--- config.mk ---
export PLATFORM = sky130hd
export DESIGN_NAME = int2fp_pipe_flat
export DESIGN_NICKNAME = d
export VERILOG_FILES = /design/src/rtl/fp_pkg.sv /design/src/rtl/int2fp_pipe_if.sv /design/src/rtl/int2fp_pipe_lon.sv /design/src/rtl/int2fp_pipe.sv /design/src/flat_wrapper.sv
export SDC_FILE = /design/constraint.sdc
export NUM_CORES = 1
export LEC_CHECK = 0
export CORE_MARGIN = 8
export CORE_UTILIZATION = 40
export DETAILED_ROUTE_END_ITERATION = 10
export HOLD_SLACK_MARGIN = 0.15
export PLACE_DENSITY_LB_ADDON = 0.08
export RECOVER_POWER = 100
export SLEW_MARGIN = 0
export SYNTH_ARGS = -nofsm -noshare
export SYNTH_HDL_FRONTEND = slang
export SYNTH_SLANG_ARGS = --single-unit
--- constraint.sdc ---
create_clock -name clk -period 2.6 [get_ports clk]
set_input_delay 0.26 -clock clk [delete_from_list [all_inputs] [get_ports clk]]
set_output_delay 0.26 -clock clk [all_outputs]
set_load 0.1 [all_outputs]
--- src/rtl/fp_pkg.sv ---
// Shared FP constants, rounding-mode encodings and the packed single-precision layout.
package fp_pkg;
    localparam int FP32_EXP_W = 8;
    localparam int FP32_MAN_W = 23;
    localparam int FP32_BIAS  = 127;

    localparam logic [1:0] RM_RNE = 2'b00;
    localparam logic [1:0] RM_RTZ = 2'b01;
    localparam logic [1:0] RM_RUP = 2'b10;
    localparam logic [1:0] RM_RDN = 2'b11;

    typedef struct packed {
        logic                  sign;
        logic [FP32_EXP_W-1:0] exp;
        logic [FP32_MAN_W-1:0] frac;
    } fp32_t;
endpackage

--- src/rtl/int2fp_pipe_if.sv ---
// Operand/result handshake bundle for the integer-to-float converter.
interface int2fp_pipe_if #(
    parameter int IN_W  = 32,
    parameter int EXP_W = fp_pkg::FP32_EXP_W,
    parameter int MAN_W = fp_pkg::FP32_MAN_W
);
    logic                   in_valid;
    logic                   in_ready;
    logic [IN_W-1:0]        in_data;
    logic                   in_signed;
    logic [1:0]             in_rm;
    logic                   out_valid;
    logic                   out_ready;
    logic [EXP_W+MAN_W:0]   out_data;
    logic                   out_inexact;

    modport master (output in_valid, in_data, in_signed, in_rm, out_ready,
                    input  in_ready, out_valid, out_data, out_inexact);
    modport slave  (input  in_valid, in_data, in_signed, in_rm, out_ready,
                    output in_ready, out_valid, out_data, out_inexact);
endinterface

--- src/rtl/int2fp_pipe_lon.sv ---
// Leading-one detector plus left barrel shift so the leading one lands in the MSB.
module lead_one_norm #(
    parameter  int W  = 32,
    localparam int PW = $clog2(W)
) (
    input  logic [W-1:0]  mag_i,
    output logic [PW-1:0] pos_o,
    output logic [W-1:0]  norm_o
);
    always_comb begin
        pos_o = '0;
        for (int i = 0; i < W; i++)
            if (mag_i[i]) pos_o = PW'(i);
        norm_o = mag_i << (PW'(W-1) - pos_o);
    end
endmodule

--- src/rtl/int2fp_pipe.sv ---
// Three-stage integer-to-float converter: sign/magnitude, normalise, round/pack.
module int2fp_pipe import fp_pkg::*; #(
    parameter int IN_W  = 32,
    parameter int EXP_W = FP32_EXP_W,
    parameter int MAN_W = FP32_MAN_W,
    parameter int BIAS  = FP32_BIAS
) (
    input logic           clk,
    input logic           rst_n,
    int2fp_pipe_if.slave  io
);
    localparam int STAGES = 3;
    localparam int PW     = $clog2(IN_W);
    localparam int EXT_W  = IN_W + MAN_W + 1;

    if (IN_W + BIAS >= 2**EXP_W - 1) begin : g_illegal
        $error("int2fp_pipe: IN_W + BIAS must be below 2**EXP_W - 1");
    end

    logic [STAGES:1] vld_q;
    logic            rdy1, rdy2, rdy3;

    // Ready ripples back from the consumer so a full pipe still streams.
    assign rdy3        = ~vld_q[3] | io.out_ready;
    assign rdy2        = ~vld_q[2] | rdy3;
    assign rdy1        = ~vld_q[1] | rdy2;
    assign io.in_ready = rdy1;

    logic            s1_sign_d, s1_sign_q;
    logic [IN_W-1:0] s1_mag_d, s1_mag_q;
    logic [1:0]      s1_rm_q;

    assign s1_sign_d = io.in_signed & io.in_data[IN_W-1];
    assign s1_mag_d  = s1_sign_d ? -io.in_data : io.in_data;

    logic [PW-1:0]    lon_pos;
    logic [IN_W-1:0]  lon_norm;
    logic             s2_sign_q;
    logic [1:0]       s2_rm_q;
    logic [IN_W-1:0]  s2_norm_q;
    logic [EXP_W-1:0] s2_exp_d, s2_exp_q;

    lead_one_norm #(.W(IN_W)) u_lon (
        .mag_i  (s1_mag_q),
        .pos_o  (lon_pos),
        .norm_o (lon_norm)
    );

    // Legality bound guarantees exp (even after a rounding carry) fits in EXP_W bits.
    assign s2_exp_d = EXP_W'(lon_pos) + EXP_W'(BIAS);

    logic [EXT_W-1:0]     ext;
    logic [MAN_W-1:0]     frac, frac_r;
    logic                 g_bit, s_bit, nx, up, carry, zero;
    logic [EXP_W-1:0]     exp_r;
    logic [EXP_W+MAN_W:0] s3_data_d, s3_data_q;
    logic                 s3_nx_d, s3_nx_q;

    always_comb begin
        ext   = {s2_norm_q[IN_W-2:0], (MAN_W+2)'(0)};
        frac  = ext[EXT_W-1 -: MAN_W];
        g_bit = ext[EXT_W-1-MAN_W];
        s_bit = |ext[EXT_W-2-MAN_W:0];
        nx    = g_bit | s_bit;
        // Normalised MSB is clear only when the operand was zero.
        zero  = ~s2_norm_q[IN_W-1];
        unique case (s2_rm_q)
            RM_RNE:  up = g_bit & (s_bit | frac[0]);
            RM_RTZ:  up = 1'b0;
            RM_RUP:  up = nx & ~s2_sign_q;
            default: up = nx & s2_sign_q;
        endcase
        {carry, frac_r} = {1'b0, frac} + (MAN_W+1)'(up);
        exp_r     = s2_exp_q + EXP_W'(carry);
        s3_data_d = zero ? '0 : {s2_sign_q, exp_r, frac_r};
        s3_nx_d   = ~zero & nx;
    end

    always_ff @(posedge clk or negedge rst_n) begin
        if (!rst_n) begin
            vld_q     <= '0;
            s1_sign_q <= 1'b0;
            s1_mag_q  <= '0;
            s1_rm_q   <= '0;
            s2_sign_q <= 1'b0;
            s2_rm_q   <= '0;
            s2_norm_q <= '0;
            s2_exp_q  <= '0;
            s3_data_q <= '0;
            s3_nx_q   <= 1'b0;
        end else begin
            if (rdy1) vld_q[1] <= io.in_valid;
            if (rdy2) vld_q[2] <= vld_q[1];
            if (rdy3) vld_q[3] <= vld_q[2];
            if (rdy1 & io.in_valid) begin
                s1_sign_q <= s1_sign_d;
                s1_mag_q  <= s1_mag_d;
                s1_rm_q   <= io.in_rm;
            end
            if (rdy2 & vld_q[1]) begin
                s2_sign_q <= s1_sign_q;
                s2_rm_q   <= s1_rm_q;
                s2_norm_q <= lon_norm;
                s2_exp_q  <= s2_exp_d;
            end
            if (rdy3 & vld_q[2]) begin
                s3_data_q <= s3_data_d;
                s3_nx_q   <= s3_nx_d;
            end
        end
    end

    assign io.out_valid   = vld_q[3];
    assign io.out_data    = s3_data_q;
    assign io.out_inexact = s3_nx_q;
endmodule

--- src/flat_wrapper.sv ---
// flat-port wrapper written by rule: the top's interface ports become plain ports
module int2fp_pipe_flat import fp_pkg::*;
#(
    parameter int IN_W  = 32,
    parameter int EXP_W = FP32_EXP_W,
    parameter int MAN_W = FP32_MAN_W,
    parameter int BIAS  = FP32_BIAS
)
  (clk, rst_n, io_in_valid, io_in_data, io_in_signed, io_in_rm, io_out_ready, io_in_ready, io_out_valid, io_out_data, io_out_inexact);
  int2fp_pipe_if #(.IN_W(IN_W), .EXP_W(EXP_W), .MAN_W(MAN_W)) io_i ();
  input logic clk;
  input logic rst_n;
  input wire logic [$bits(io_i.in_valid)-1:0] io_in_valid;
  input wire logic [$bits(io_i.in_data)-1:0] io_in_data;
  input wire logic [$bits(io_i.in_signed)-1:0] io_in_signed;
  input wire logic [$bits(io_i.in_rm)-1:0] io_in_rm;
  input wire logic [$bits(io_i.out_ready)-1:0] io_out_ready;
  output wire logic [$bits(io_i.in_ready)-1:0] io_in_ready;
  output wire logic [$bits(io_i.out_valid)-1:0] io_out_valid;
  output wire logic [$bits(io_i.out_data)-1:0] io_out_data;
  output wire logic [$bits(io_i.out_inexact)-1:0] io_out_inexact;
  assign io_i.in_valid = io_in_valid;
  assign io_i.in_data = io_in_data;
  assign io_i.in_signed = io_in_signed;
  assign io_i.in_rm = io_in_rm;
  assign io_i.out_ready = io_out_ready;
  assign io_in_ready = io_i.in_ready;
  assign io_out_valid = io_i.out_valid;
  assign io_out_data = io_i.out_data;
  assign io_out_inexact = io_i.out_inexact;
  int2fp_pipe #(.IN_W(IN_W), .EXP_W(EXP_W), .MAN_W(MAN_W), .BIAS(BIAS)) u_core (.clk(clk), .rst_n(rst_n), .io(io_i));
endmodule
Word-level counts from Yosys, hierarchy flattened
Cells that the tools add are included.

word-level totals
  logic and storage cells = 73
  input bits = 39
  flip-flop bits (word level) = 114
  output and inout bits = 35

operators by class
  shift-type cells = 1
  reductions and logical operators = 2
  equal/unequal tests = 2
  multiplexer cells = 34
  $add $sub $neg = 5
  bitwise operators = 17

operators by type and width
  kind                                                             count
  5-bit 2-to-1 mux                                                 30
  32-bit 2-to-1 mux                                                2
  32-bit negator                                                   1
  32-bit by 5-bit << shifter with 32-bit output                    1
  23-bit by 1-bit adder with 24-bit output                         1
  5-bit by 7-bit adder with 8-bit output, second input constant    1
  8-bit by 1-bit adder with 8-bit output                           1
  1-bit bitwise AND                                                8
  7-bit OR reduction                                               1
  1-bit bitwise OR                                                 5
  5-bit subtractor, first input constant                           1
  1-bit NOT                                                        4
  1-bit one-hot mux with 3 select lines                            1
  2-bit by 1-bit == test with 1-bit output, second input constant  1
  2-bit == test, second input constant                             1
  2-bit zero test                                                  1
  1-bit 2-to-1 mux                                                 1

Logic depth before layout (Yosys ltp)
  depth in word-level cells = 33
  gate-level depth with buffers = 15
  mapped depth without buffers = 15

Hierarchy
A second synthesis with hierarchy kept.

second synthesis, totals
  cell total of the unflattened synthesis = 776
  area total of the unflattened synthesis = 7,252.0 um2

modules (own cells, without submodules)
  module         area an instance (um2)  cells an instance  times used  sequential area each (um2)
  int2fp_pipe    5,474.0                 531                1           2,852.7
  lead_one_norm  1,778.0                 245                1           0.0

Worst setup path after synthesis
OpenSTA, ideal clock, no wires.

  path type = flip-flop to flip-flop
  start = reg u_core.vld_q[3] in the netlist's numbering
  end = reg u_core.s1_mag_q[0]
  setup slack = -580 ps
  required time = 2,466 ps
  arrival = 3,047 ps
  buffers on the path = 2
  cell stages (with the launch flop) = 7
  library setup time = 134 ps
  period minus slack after synthesis = 3,180 ps
  cells stage by stage = dfrtp_1 -> nor2b_1 -> nand3_1 -> nand2_1 -> clkbuf_1 -> buf_1 -> o21ai_0

on the way
  word-level cells in the longest chain between the ends = 5

ends and longest elaborated chain
  what                  RTL line            text
  from (decl)           int2fp_pipe.sv:20   logic [STAGES:1] vld_q;
  1-bit NOT             int2fp_pipe.sv:24   assign rdy3 = ~vld_q[3] | io.out_ready;
  1-bit bitwise OR      int2fp_pipe.sv:24
  1-bit bitwise OR      int2fp_pipe.sv:25   assign rdy2 = ~vld_q[2] | rdy3;
  1-bit bitwise OR      int2fp_pipe.sv:26   assign rdy1 = ~vld_q[1] | rdy2;
  via io_in_ready       flat_wrapper.sv:18  output wire logic [$bits(io_i.in_ready)-1:0] io_in_ready;
  1-bit bitwise AND     int2fp_pipe.sv:95   if (rdy1 & io.in_valid) begin
  to (signal assigned)  int2fp_pipe.sv:97   s1_mag_q <= s1_mag_d;
  to (decl)             int2fp_pipe.sv:30   logic [IN_W-1:0] s1_mag_d, s1_mag_q;

The timed path passes the listed nets, and every way through them passes these cells.
A chain may end at the register's enable or synchronous reset.

Final worst setup path
  start = reg u_core.s1_mag_q[16]
  end = reg u_core.s2_norm_q[18]

on the way
  word-level cells in the longest chain between the ends = 18

ends and longest elaborated chain
  what                                               RTL line               text
  5-bit 2-to-1 mux (16 in a row)                     int2fp_pipe_lon.sv:13  if (mag_i[i]) pos_o = PW'(i);
  5-bit subtractor                                   int2fp_pipe_lon.sv:14  norm_o = mag_i << (PW'(W-1) - pos_o);
  32-bit by 5-bit << shifter with 32-bit output (*)  int2fp_pipe_lon.sv:14
  to (signal assigned)                               int2fp_pipe.sv:103     s2_norm_q <= lon_norm;
  to (decl)                                          int2fp_pipe.sv:40      logic [IN_W-1:0] s2_norm_q;

Every way passes the cells marked *; elsewhere a longest branch is shown, timed or not.

==> impl_metrics.csv <==
group,metric,value,unit
status,status,"finished with violations",
status,violations,"setup timing",
critical_path,r2r_cells,12,
routing,finalWirelength,25800,um
logic_synthesis,synth-compound-area-share,19.1,%
final_layout,final_core_util,60.9,%
final_layout,mostFrequentLayoutCells,"buf_4 (180), nand2_1 (157), dfrtp_1 (113)",
routing,via_per_inst,5.49,
clock_tree,clock_latency,0.42,ns
routing,dr.pass1.iters,5,
clock_tree,cts_buffers,17,
logic_synthesis,synthXorXnorAreaFrac,6.86,%
power,leakagePower,4.79,nW
logic_synthesis,synth.net_count,916,
placed_design,place_congestion,0.921,
routing,vias,7531,
final_layout,final_area,0.0113,mm2
critical_path,worstPathArrival,3.30,ns
final_layout,antenna_cells,0,
critical_path,worstPathMaxFanout,6,
logic_synthesis,ys_types,73,
clock_tree,path_clk_slew,0.07,ns
timing,max_freq,334,MHz
floorplan,core,0.0186,mm2
critical_path,critPathLaunchType,"flip-flop",
timing,hold_slack,0.456,ns
logic_synthesis,synth_top_area_cell,"dfrtp_1",
global_routing,overflow,0,
logic_synthesis,synthCells,871,
placed_design,io_buffers,73,
logic_synthesis,ys_seq_area_share,37.9,%
global_routing,grt_pass1_wl,40800,um
routing,ant_nets,0,
timing,hold_viol,0,
hold_path,hold_class,"in2reg",
placed_design,dpl_cell_area,0.00967,mm2
critical_path,worst_ep_required_time,2.90,ns
logic_synthesis,avgSynthCellArea,8.65,um2
critical_path,startpoint,"u_core.s1_mag_q[16]",
floorplan,ios,74,
global_routing,grt_pass1_vias,7804,
final_layout,final_common_cell,"buf_4",
final_layout,fin_cells,1372,
routing,drc_errors,0,
placed_design,dp.cells,1303,
logic_synthesis,synthSimpleGateAreaFrac,18.6,%
global_routing,grt_max_degree,67,
timing,setup_violations,40,
timing,rsz0062_at_grt,"yes",
critical_path,reg2reg_slack,-0.39,ns
clock_tree,cts_tree,"done",
logic_synthesis,yosysTopAreaCellShare,37.9,%
timing,tightest_slew,1.19,ns
power,worst_ir_drop_vdd,0.447,mV
logic_synthesis,ys_ff_latch,114,
power,power,11.8,mW
critical_path,timing.rr.start,"u_core.s1_mag_q[16]",
logic_synthesis,synth-edff-count,0,
final_layout,area_delta_synth_final,50.2,%
floorplan,chipHeight,153,um
logic_synthesis,synth_fa_ha_area_share,0.996,%
critical_path,worstSetupPathType,"reg2reg",
logic_synthesis,synth.area.top_cells,"dfrtp_1 (38%), mux2i_1 (9.0%), nand2_1 (8.0%)",
logic_synthesis,synth-main-ff-cell,"dfrtp_1",
logic_synthesis,synthArstFlopShare,100,%
clock_tree,clkSinkCount,114,
timing,post-route-min-period,2.99,ns
flow_run,cap_violations,0,
logic_synthesis,synth_mux_area_share,12.1,%
timing,finalCritPeriodShare,115,%
clock_tree,ctsHtreeMaxLevel,4,
logic_synthesis,syn_area,0.00753,mm2
timing,slew_viol_final,0,
routing,wl_per_cell,18.8,um
global_routing,antenna_found_initial,0,
global_routing,gr-usage-all-layers,21.8,%
floorplan,dieArea,0.0235,mm2
placed_design,dp_hpwl,19500,um
clock_tree,clk_path_buf_depth,2,
hold_path,hold-path-cell-count,2,
timing,setup_slack,-0.393,ns
critical_path,r2r-end,"u_core.s2_norm_q[18]",
power,powerDensity,1050,mW/mm2
timing,skew,0.0159,ns
timing,slew_headroom,21.0,%
critical_path,crit_end,"u_core.s2_norm_q[18]",
final_layout,layout-drive-gt1-share,33.2,%
logic_synthesis,yosys_warnings,0,
critical_path,end_kind,"flip-flop",
logic_synthesis,synth_top_family_by_area,"compound AO/OA/AOI/OAI gates",
routing,dr.first_iter.drc_count,339,
floorplan,start_util,40.6,%
floorplan,rows,50,
clock_tree,cts.root.buffer_cell,"clkbuf_16",
final_layout,layout.nets,1170,
floorplan,fp.dieW,153,um
[repair_timing]
action,CTS,global route
hold endpoints to repair,41,0
gates resized for setup,114,83
hold buffers,1,0
endpoints found under the setup margin,51,55
pin swaps,25,37
cloned,1,2
setup buffers,27,10
[per-layer routing]
| layer | track usage [%] | part of all wire, % | up-vias |
|---|---|---|---|
| li1 | - | - | 3651 |
| met1 | 24.5 | 41 | 3604 |
| met2 | 39.4 | 51 | 209 |
| met3 | 3.61 | 3.3 | 67 |
| met4 | 10.2 | 4.2 | 0 |
| met5 | 0 | 0 | - |
[per-stage QoR]
stage                     worst slack [ns]  setup TNS [ns]
after global routing                -0.503          -16.59
after detailed placement            -0.555          -12.41
after floorplan                     -0.281           -2.70
after CTS                           -0.382          -10.05
after global placement              -0.547          -11.27
final                               -0.393           -9.46
[logic make-up after synthesis]
logic type | Yosys count
AO/OA/AOI/OAI | 216
buffers and inverters | 77
XOR/XNOR | 59
adder cells (fa/ha/maj) | 6
multiplexers | 81
AND/OR/NAND/NOR | 318
flip-flops | 114
[cells in the mapped netlist (4+ instances only)]
library cell and number:
and3_1 8, clkbuf_1 35, nor3_1 15, nand4_1 4, o21a_1 6, nor2_1 60, nand2_1 161, nor2b_1 4
a211oi_1 4, dfrtp_1 114, a221oi_1 4, a31oi_1 7, mux2_2 5, o31ai_1 17, buf_1 8, xnor2_1 29
nand2b_1 9, o21ai_0 85, mux2i_1 68, a221o_1 5, ha_1 6, or3_1 6, inv_1 14, xor2_1 30
buf_2 11, o22ai_1 5, and2_1 5, mux4_2 7, o221ai_1 6, nand3_1 26, nor4_1 10, a21oi_1 30
[worst max-delay path, stage by stage (launching register included)]
cell	delay (ns)
dfrtp_1	0.37
or3_1	0.38
a221oi_2	0.21
o21ai_2	0.11
a311oi_4	0.35
buf_12	0.18
buf_8	0.13
buf_6	0.13
mux2i_4	0.24
mux2_4	0.21
or2_2	0.11
a21oi_1	0.06
or3_1	0.39
[layout make-up]
type / instances / area (um2)
inverter: 17 / 73.8
multi-input combinational: 681 / 5170
tap: 234 / 293
fill: 1679 / 7260
clock inverter: 15 / 173
sequential: 114 / 2850
timing repair buffer: 293 / 2320
timing repair inverter: 1 / 5.00
clock buffer: 17 / 425
[state kept, by name, summed over array words and instances (netlist names)]
register,cells
u_core.s1_sign_q,1
u_core.s1_rm_q,2
u_core.s2_exp_q,8
u_core.s2_rm_q,2
u_core.s2_norm_q,32
u_core.io.out_data,32
u_core.s2_sign_q,1
u_core.io.out_inexact,1
u_core.s1_mag_q,32
u_core.vld_q,3
[power by group]
part,internal [mW],switching [mW],leakage (nW)
clock,1.44,0.964,0.289
combinational,2.60,4.05,3.11
sequential,2.32,0.462,1.39
total,6.35,5.47,4.79
[worst min-delay path by stage]
stage,startpoint,endpoint,slack (ns)
floorplan,rst_n,u_core.io.out_data[0],-0.04
global placement,rst_n,u_core.io.out_data[24],0.29
detailed placement,rst_n,u_core.io.out_data[24],0.29
CTS,rst_n,u_core.io.out_data[24],0.41
global route,io_in_rm[0],u_core.s1_rm_q[0],0.47
finish,io_in_valid,u_core.vld_q[1],0.46
(Power assumes the default switching activity.)
